**src/rtl/cache_controller_mp.sv**
```systemverilog
// Multi-port L1 cache controller: round-robin miss arbitration over N_PORTS caches,
// line transfers sequenced through a shared line buffer to one main-memory port.
module cache_controller_mp #(
    parameter int N_PORTS        = 2,
    parameter int WORDS_PER_LINE = 4,
    parameter int IDX_W          = $clog2(WORDS_PER_LINE),
    parameter int PTR_W          = (N_PORTS > 1) ? $clog2(N_PORTS) : 1
) (
    input  logic               clk,
    input  logic               reset_n,
    input  logic [N_PORTS-1:0] re,
    input  logic [N_PORTS-1:0] we_cpu,
    input  logic [N_PORTS-1:0] hit,
    input  logic [N_PORTS-1:0] dirty,
    input  logic               mem_valid_mm,
    output logic               clr,
    output logic [N_PORTS-1:0] mem_valid,
    output logic [PTR_W-1:0]   sel_port,
    output logic [IDX_W-1:0]   cl_idx,
    output logic               we_cl,
    output logic [N_PORTS-1:0] we_l1,
    output logic               re_mm,
    output logic               we_mm,
    output logic               busy
);

    typedef enum logic [2:0] {
        INIT     = 3'd0,
        CHECK    = 3'd1,
        WB_COPY  = 3'd2,
        WB_MM    = 3'd3,
        FETCH_MM = 3'd4,
        FILL_L1  = 3'd5
    } state_t;

    state_t             state_q, state_d;
    logic [IDX_W-1:0]   cl_idx_q, cl_idx_d;
    logic [PTR_W-1:0]   rr_q, rr_d;
    logic [PTR_W-1:0]   owner_q, owner_d;

    logic [N_PORTS-1:0] miss;
    logic [N_PORTS-1:0] rot;
    logic [PTR_W:0]     sum;
    logic [PTR_W-1:0]   grant;
    logic               found;
    logic               last;
    logic [IDX_W-1:0]   idx_inc;
    logic [PTR_W-1:0]   next_owner;

    assign cl_idx = cl_idx_q;
    assign miss   = ~hit & (re | we_cpu);

    // Rotate the miss vector so bit 0 is the port at rr; first set bit gives the offset.
    always_comb begin
        rot   = N_PORTS'({miss, miss} >> rr_q);
        found = 1'b0;
        sum   = '0;
        for (int k = 0; k < N_PORTS; k++) begin
            if (!found && rot[k]) begin
                found = 1'b1;
                sum   = {1'b0, rr_q} + (PTR_W+1)'(k);
            end
        end
        grant = (sum >= (PTR_W+1)'(N_PORTS)) ? PTR_W'(sum - (PTR_W+1)'(N_PORTS))
                                              : sum[PTR_W-1:0];
    end

    assign last       = (cl_idx_q == IDX_W'(WORDS_PER_LINE-1));
    assign idx_inc    = cl_idx_q + IDX_W'(1);
    assign next_owner = (owner_q == PTR_W'(N_PORTS-1)) ? '0 : owner_q + PTR_W'(1);

    always_comb begin
        state_d   = state_q;
        cl_idx_d  = cl_idx_q;
        rr_d      = rr_q;
        owner_d   = owner_q;
        clr       = 1'b0;
        mem_valid = '0;
        sel_port  = '0;
        we_cl     = 1'b0;
        we_l1     = '0;
        re_mm     = 1'b0;
        we_mm     = 1'b0;
        busy      = 1'b0;
        case (state_q)
            INIT: begin
                clr      = 1'b1;
                cl_idx_d = '0;
                rr_d     = '0;
                state_d  = CHECK;
            end
            CHECK: begin
                mem_valid = hit & (re | we_cpu);
                if (|miss) begin
                    owner_d = grant;
                    state_d = dirty[grant] ? WB_COPY : FETCH_MM;
                end
            end
            WB_COPY: begin
                sel_port = owner_q;
                busy     = 1'b1;
                we_cl    = 1'b1;
                cl_idx_d = idx_inc;
                if (last) begin
                    cl_idx_d = '0;
                    state_d  = WB_MM;
                end
            end
            WB_MM: begin
                sel_port = owner_q;
                busy     = 1'b1;
                we_mm    = 1'b1;
                if (mem_valid_mm) begin
                    cl_idx_d = idx_inc;
                    if (last) begin
                        cl_idx_d = '0;
                        state_d  = FETCH_MM;
                    end
                end
            end
            FETCH_MM: begin
                sel_port = owner_q;
                busy     = 1'b1;
                re_mm    = 1'b1;
                we_cl    = mem_valid_mm;
                if (mem_valid_mm) begin
                    cl_idx_d = idx_inc;
                    if (last) begin
                        cl_idx_d = '0;
                        state_d  = FILL_L1;
                    end
                end
            end
            FILL_L1: begin
                sel_port       = owner_q;
                busy           = 1'b1;
                we_l1[owner_q] = 1'b1;
                cl_idx_d       = idx_inc;
                if (last) begin
                    // Pointer moves only once the line is fully installed.
                    cl_idx_d = '0;
                    rr_d     = next_owner;
                    state_d  = CHECK;
                end
            end
            default: state_d = INIT;
        endcase
    end

    always_ff @(posedge clk or negedge reset_n) begin
        if (!reset_n) begin
            state_q  <= INIT;
            cl_idx_q <= '0;
            rr_q     <= '0;
            owner_q  <= '0;
        end else begin
            state_q  <= state_d;
            cl_idx_q <= cl_idx_d;
            rr_q     <= rr_d;
            owner_q  <= owner_d;
        end
    end

endmodule
```
**config.mk**
```make
export PLATFORM = sky130hd
export DESIGN_NAME = cache_controller_mp
export DESIGN_NICKNAME = d
export VERILOG_FILES = /design/src/rtl/cache_controller_mp.sv
export SDC_FILE = /design/constraint.sdc
export NUM_CORES = 1
export LEC_CHECK = 0
export ABC_AREA = 1
export CAP_MARGIN = 20
export CELL_PAD_IN_SITES_DETAIL_PLACEMENT = 2
export CELL_PAD_IN_SITES_GLOBAL_PLACEMENT = 2
export CORE_UTILIZATION = 21
export CTS_BUF_LIST = sky130_fd_sc_hd__clkbuf_16
export DETAILED_ROUTE_END_ITERATION = 10
export PLACE_DENSITY = 0.83
export SETUP_SLACK_MARGIN = 0.2
export SLEW_MARGIN = 40
export SYNTH_ARGS = -nofsm -noshare
export SYNTH_HDL_FRONTEND = slang
export SYNTH_SLANG_ARGS = --single-unit
```
**constraint.sdc**
```tcl
create_clock -name clk -period 1.3 [get_ports clk]
set_input_delay 0.26 -clock clk [delete_from_list [all_inputs] [get_ports clk]]
set_output_delay 0.26 -clock clk [all_outputs]
set_load 0.02 [all_outputs]
```
# Word-level counts from Yosys, hierarchy flattened

Index checks and enable logic that the tools add are counted.

Add/sub/neg operators: 4
Magnitude comparators: 4
Equal/unequal tests: 14
Shift-type cells: 1
Multiplexer cells: 31
Bitwise gates (word level): 4
Reductions and logical operators: 14

Operators by type and width:

| cell                  | number |
|---|---|
| $mux W3               | 8 |
| $pmux W3 S6           | 1 |
| $ne A2 B2 Y1 const B  | 7 |
| $mux W1               | 13 |
| $mux W2               | 5 |
| $reduce_and A7 Y1     | 1 |
| $eq A3 B2 Y1 const B  | 2 |
| $eq A3 B3 Y1 const B  | 2 |
| $pmux W2 S3           | 1 |
| $reduce_and A2 Y1     | 3 |
| $reduce_or A2 Y1      | 3 |
| $and A2 B2 Y2         | 2 |
| $lt A1 B2 Y1 const B  | 2 |
| $pmux W1 S2           | 2 |
| $reduce_or A4 Y1      | 1 |
| $shr A4 B1 Y2         | 1 |
| $eq A3 B1 Y1 const B  | 1 |
| $logic_not A3 Y1      | 1 |
| $reduce_bool A3 Y1    | 1 |
| $add A1 B1 Y2 const B | 1 |
| $add A2 B1 Y2 const B | 1 |
| $eq A2 B2 Y1 const B  | 1 |
| $ge A2 B2 Y1 const B  | 1 |
| $logic_and A1 B1 Y1   | 2 |
| other kinds (9)       | 9 |

Flip-flop bits (word level): 7
Input port bits: 11
Word-level logic and storage cells: 76

# Longest topological paths before layout

Depth after elaboration: 14
Depth in mapped cells: 9

# Least setup slack after synthesis

Ideal clock, no wire load.

Path type: register to output
Start: reg state_q[1]
End: out mem_valid[1]
Arrival time: 1.165 ns
Data required time: 1.040 ns
Setup slack: -0.125 ns
Stages on the path, launching flop included: 4
Cells stage by stage: dfrtp_1 -> inv_1 -> nand3_1 -> nor3_1

Word-level cells in the longest chain between the ends: 2

RTL lines:

| what                   | line | source |
|---|---|---|
| start, declared        | 36   | `state_t state_q, state_d;` |
| start signal, assigned | 157  | `state_q <= state_d;` |
| $eq A3 B1 Y1           | 85   | `case (state_q)` |
| $mux W2                | 85   |  |
| end, declared          | 17   | `output logic [N_PORTS-1:0] mem_valid,` |

No other way between the ends.

# Worst setup path after layout

Start: reg state_q[0]
End: out sel_port

Word-level cells in the longest chain between the ends: 3

RTL lines:

| what                                         | line | source |
|---|---|---|
| $eq A3 B3 Y1 or $eq A3 B2 Y1 (tied branches) | 85   |  |
| $reduce_or A4 Y1 (no line) (*)               | n/a  |  |
| $mux W1 (*)                                  | 85   |  |
| end, declared                                | 18   | `output logic [PTR_W-1:0] sel_port,` |

Every way passes the cells marked *; elsewhere a longest branch is shown, timed or not.

==> out/results.ini <==
[critical_path]
critPathMaxStageDelay_ns=0.45
r2r_end=state_q[0]
r2r_start=state_q[0]
crit_slowest_cell=dfrtp_2
start_kind=flop
startpoint=state_q[0]
endpoint_kind=output port
cp.arrival_ns=1.30
r2r_slack_ns=-0.15
rr_worst_depth=9
endpoint=sel_port
crit_chain=buf_6 -> nand3_4 -> nand3_4 -> nand2_2 -> inv_2 -> buf_6
cp.depth=6
worstSetupPathType=reg2out
worstPathRequired_ns=1.04
path_delay_family=flip-flops
path_max_fanout=5
cp.buffers_inverters=3

[placement]
portBuffers=22
dp_hpwl_um=1804
place_ws_ns=-0.5632
place.gp.congestion=0.7919
dp.cells=155

[routing]
wl_per_cell_um=20.09
dr.pass1.iters=4
drt_iter0_drc=15
wl_met2_um=1765
vias=778
highest_layer=met4
drc=0
wl_met3_um=119
ant_nets=0
wl_met1_um=1368
routed_wirelength_um=3315
viasPerCell=4.715

[clock_tree]
cts.clk_slew.worst_paths_ns=0.04
cts_max_level=1
ctsHoldBuffers=0
clockRootBuffer=clkbuf_16
clock-sinks=7
clock_path_buffers=2
cts_tree=done
cts_buffers=3
worst_skew_pair.late_latency_ns=0.24

[die]
num_rows=18
die_w_um=54.35
die_y_um=54.35
die_area_um2=2954
core-area_um2=2522
top_level_ports=23
initial_core_util_pct=22.82

[grt]
grt_max_degree=8
grt_pass1_wl_um=4816
antenna_found_initial=0
overflow=0
track_usage_pct=24.87
grt_pass1_vias=887

[sta]
tightest_slew_ns=0.4179
timing.fmax_ghz=0.6403
hold_violations=0
fin_crit_sh_pct=120.1
rsz0062_at_grt=yes
skew_ns=0.004847
period_minus_slack_ns=1.562
final-max-slew-violation-count=0
timing.final.ws_setup_ns=-0.2617
setup_violations=16
relSlewSlack_pct=72.05

[cells_and_area]
syn2layout_area_growth_pct=118.7
most-common-layout-cells=nand2_1, buf_6, buf_4
drive_gt1_share_pct=58.52
final_common_cell=nand2_1
nets=148
antennaDiodeCount=0
stdcell_count=165

[synth]
ys_ff_latch=7
yosysUniqueCellTypes=19
ys_warn_count=0
synth_area_um2=575.6
syn_inst=90
avgSynthCellArea_um2=6.395
syn-num-nets=102
ys_seq_area_share_pct=30.43

[pwr]
clockPowerShare_pct=16.9
p_leak_nw=0.6216
ir_drop_v=0.001645
switching_share_pct=46.95
pwr-share-comb_pct=68.9
power.internal_mw=1.713
pwr-share-seq_pct=14.2
power_density_nw_per_um2=2565
p_switching_mw=1.516
total_power_mw=3.229

[flow_run]
max-cap-violations=0

[run_status]
violations=negative setup slack
status=finished with violations

[min_path]
hold_path.class=in2async

what timing repair did:
item | CTS | global route
endpoints found under the setup margin | 19 | 18
setup buffers | 4 | 2
gates resized for setup | 95 | 20
pin swaps | 5 | 8
per-stage QoR:
step | area [um^2] | setup TNS [ns] | hold slack [ns] | util (%)
global route | 1259 | -3.533 | 0.3461 | 49.90
detailed placement | 979.7 | -5.880 | 0.5173 | 38.84
floorplan | 624.3 | 0 | -0.03559 | -
CTS | 1177 | -1.718 | 0.3151 | 46.68
global placement | 979.7 | -5.020 | 0.4939 | 38.84
finish | 1259 | -2.704 | 0.3208 | 49.90
worst min-delay path by stage:
stage,from,endpoint,slack (ns),cells past startpoint
3_5_place_dp,cl_idx[1],cl_idx[1],0.52,2
2_1_floorplan,reset_n,cl_idx[0],-0.04,0
6_report,reset_n,state_q[2],0.32,1
3_3_place_gp,cl_idx[1],cl_idx[1],0.49,2
5_1_grt,reset_n,state_q[2],0.35,1
4_1_cts,reset_n,state_q[2],0.32,1
metal layers:
| layer | GRT usage, % | vias up |
|---|---|---|
| met2 | 43.90 | 20 |
| met1 | 28.15 | 381 |
| li1 | - | 370 |
| met4 | 8.974 | 0 |
| met5 | 0 | - |
| met3 | 6.944 | 7 |
worst reg2reg max path, stage by stage (launching register included):
cell and delay (ns):
dfrtp_2 0.45, buf_6 0.15, nand3_4 0.11, nand3_4 0.11
buf_6 0.15, nand2_4 0.08, nand2_4 0.07, nor2_4 0.11
nand2_1 0.08, nand2_1 0.08
flip-flops by register name, summed over array words and instances (netlist names):
register  cells
cl_idx        2
owner_q       1
rr_q          1
state_q       3
layout make-up:
type | count | area [um^2]
fillers | 280 | 1264
multi-input cells | 64 | 489.2
repair buffers | 42 | 397.9
flip-flops and latches | 7 | 177.7
inverters | 18 | 77.57
clock buffers | 3 | 75.07
well taps | 30 | 37.54
clock inverters | 1 | 3.754
logic make-up (layout without fill, tap and decap cells):
kind of cell               after synthesis  after routing  synth area share [%]
AOI/OAI and AO/OA                        9              9                 9.784
adders and majority gates                1              1                 2.174
buffers and inverters                   19             64                 13.04
DFF                                      7              7                 30.44
and+or+nand+nor                         54             54                 44.57
cell usage after synthesis:
cell type | count | area [um^2]
buf_4 | 1 | 7.510
o22ai_1 | 1 | 6.260
ha_1 | 1 | 12.51
nand3_4 | 1 | 17.52
o21ai_2 | 2 | 17.52
dfrtp_1 | 7 | 175.2
nand3_2 | 1 | 10.01
o21ai_0 | 5 | 25.02
nand2_1 | 30 | 112.6
or2_0 | 1 | 6.260
nor2_4 | 1 | 11.26
inv_1 | 17 | 63.81
inv_2 | 1 | 3.750
nor3_1 | 1 | 5.000
nand3_1 | 8 | 40.04
nor2_1 | 8 | 30.03
nand2_2 | 2 | 12.51
nand2_4 | 1 | 11.26
o211ai_1 | 1 | 7.510
power by group through the flow:
stage | clock, mW | combinational, mW | sequential, mW
floorplan | 0 | 0.891 | 0.427
global placement | 0 | 1.53 | 0.405
detailed placement | 0 | 1.60 | 0.415
CTS | 0.542 | 1.93 | 0.428
global route | 0.575 | 2.38 | 0.471
finish | 0.546 | 2.23 | 0.457
Power figures use the tool's default switching activity.
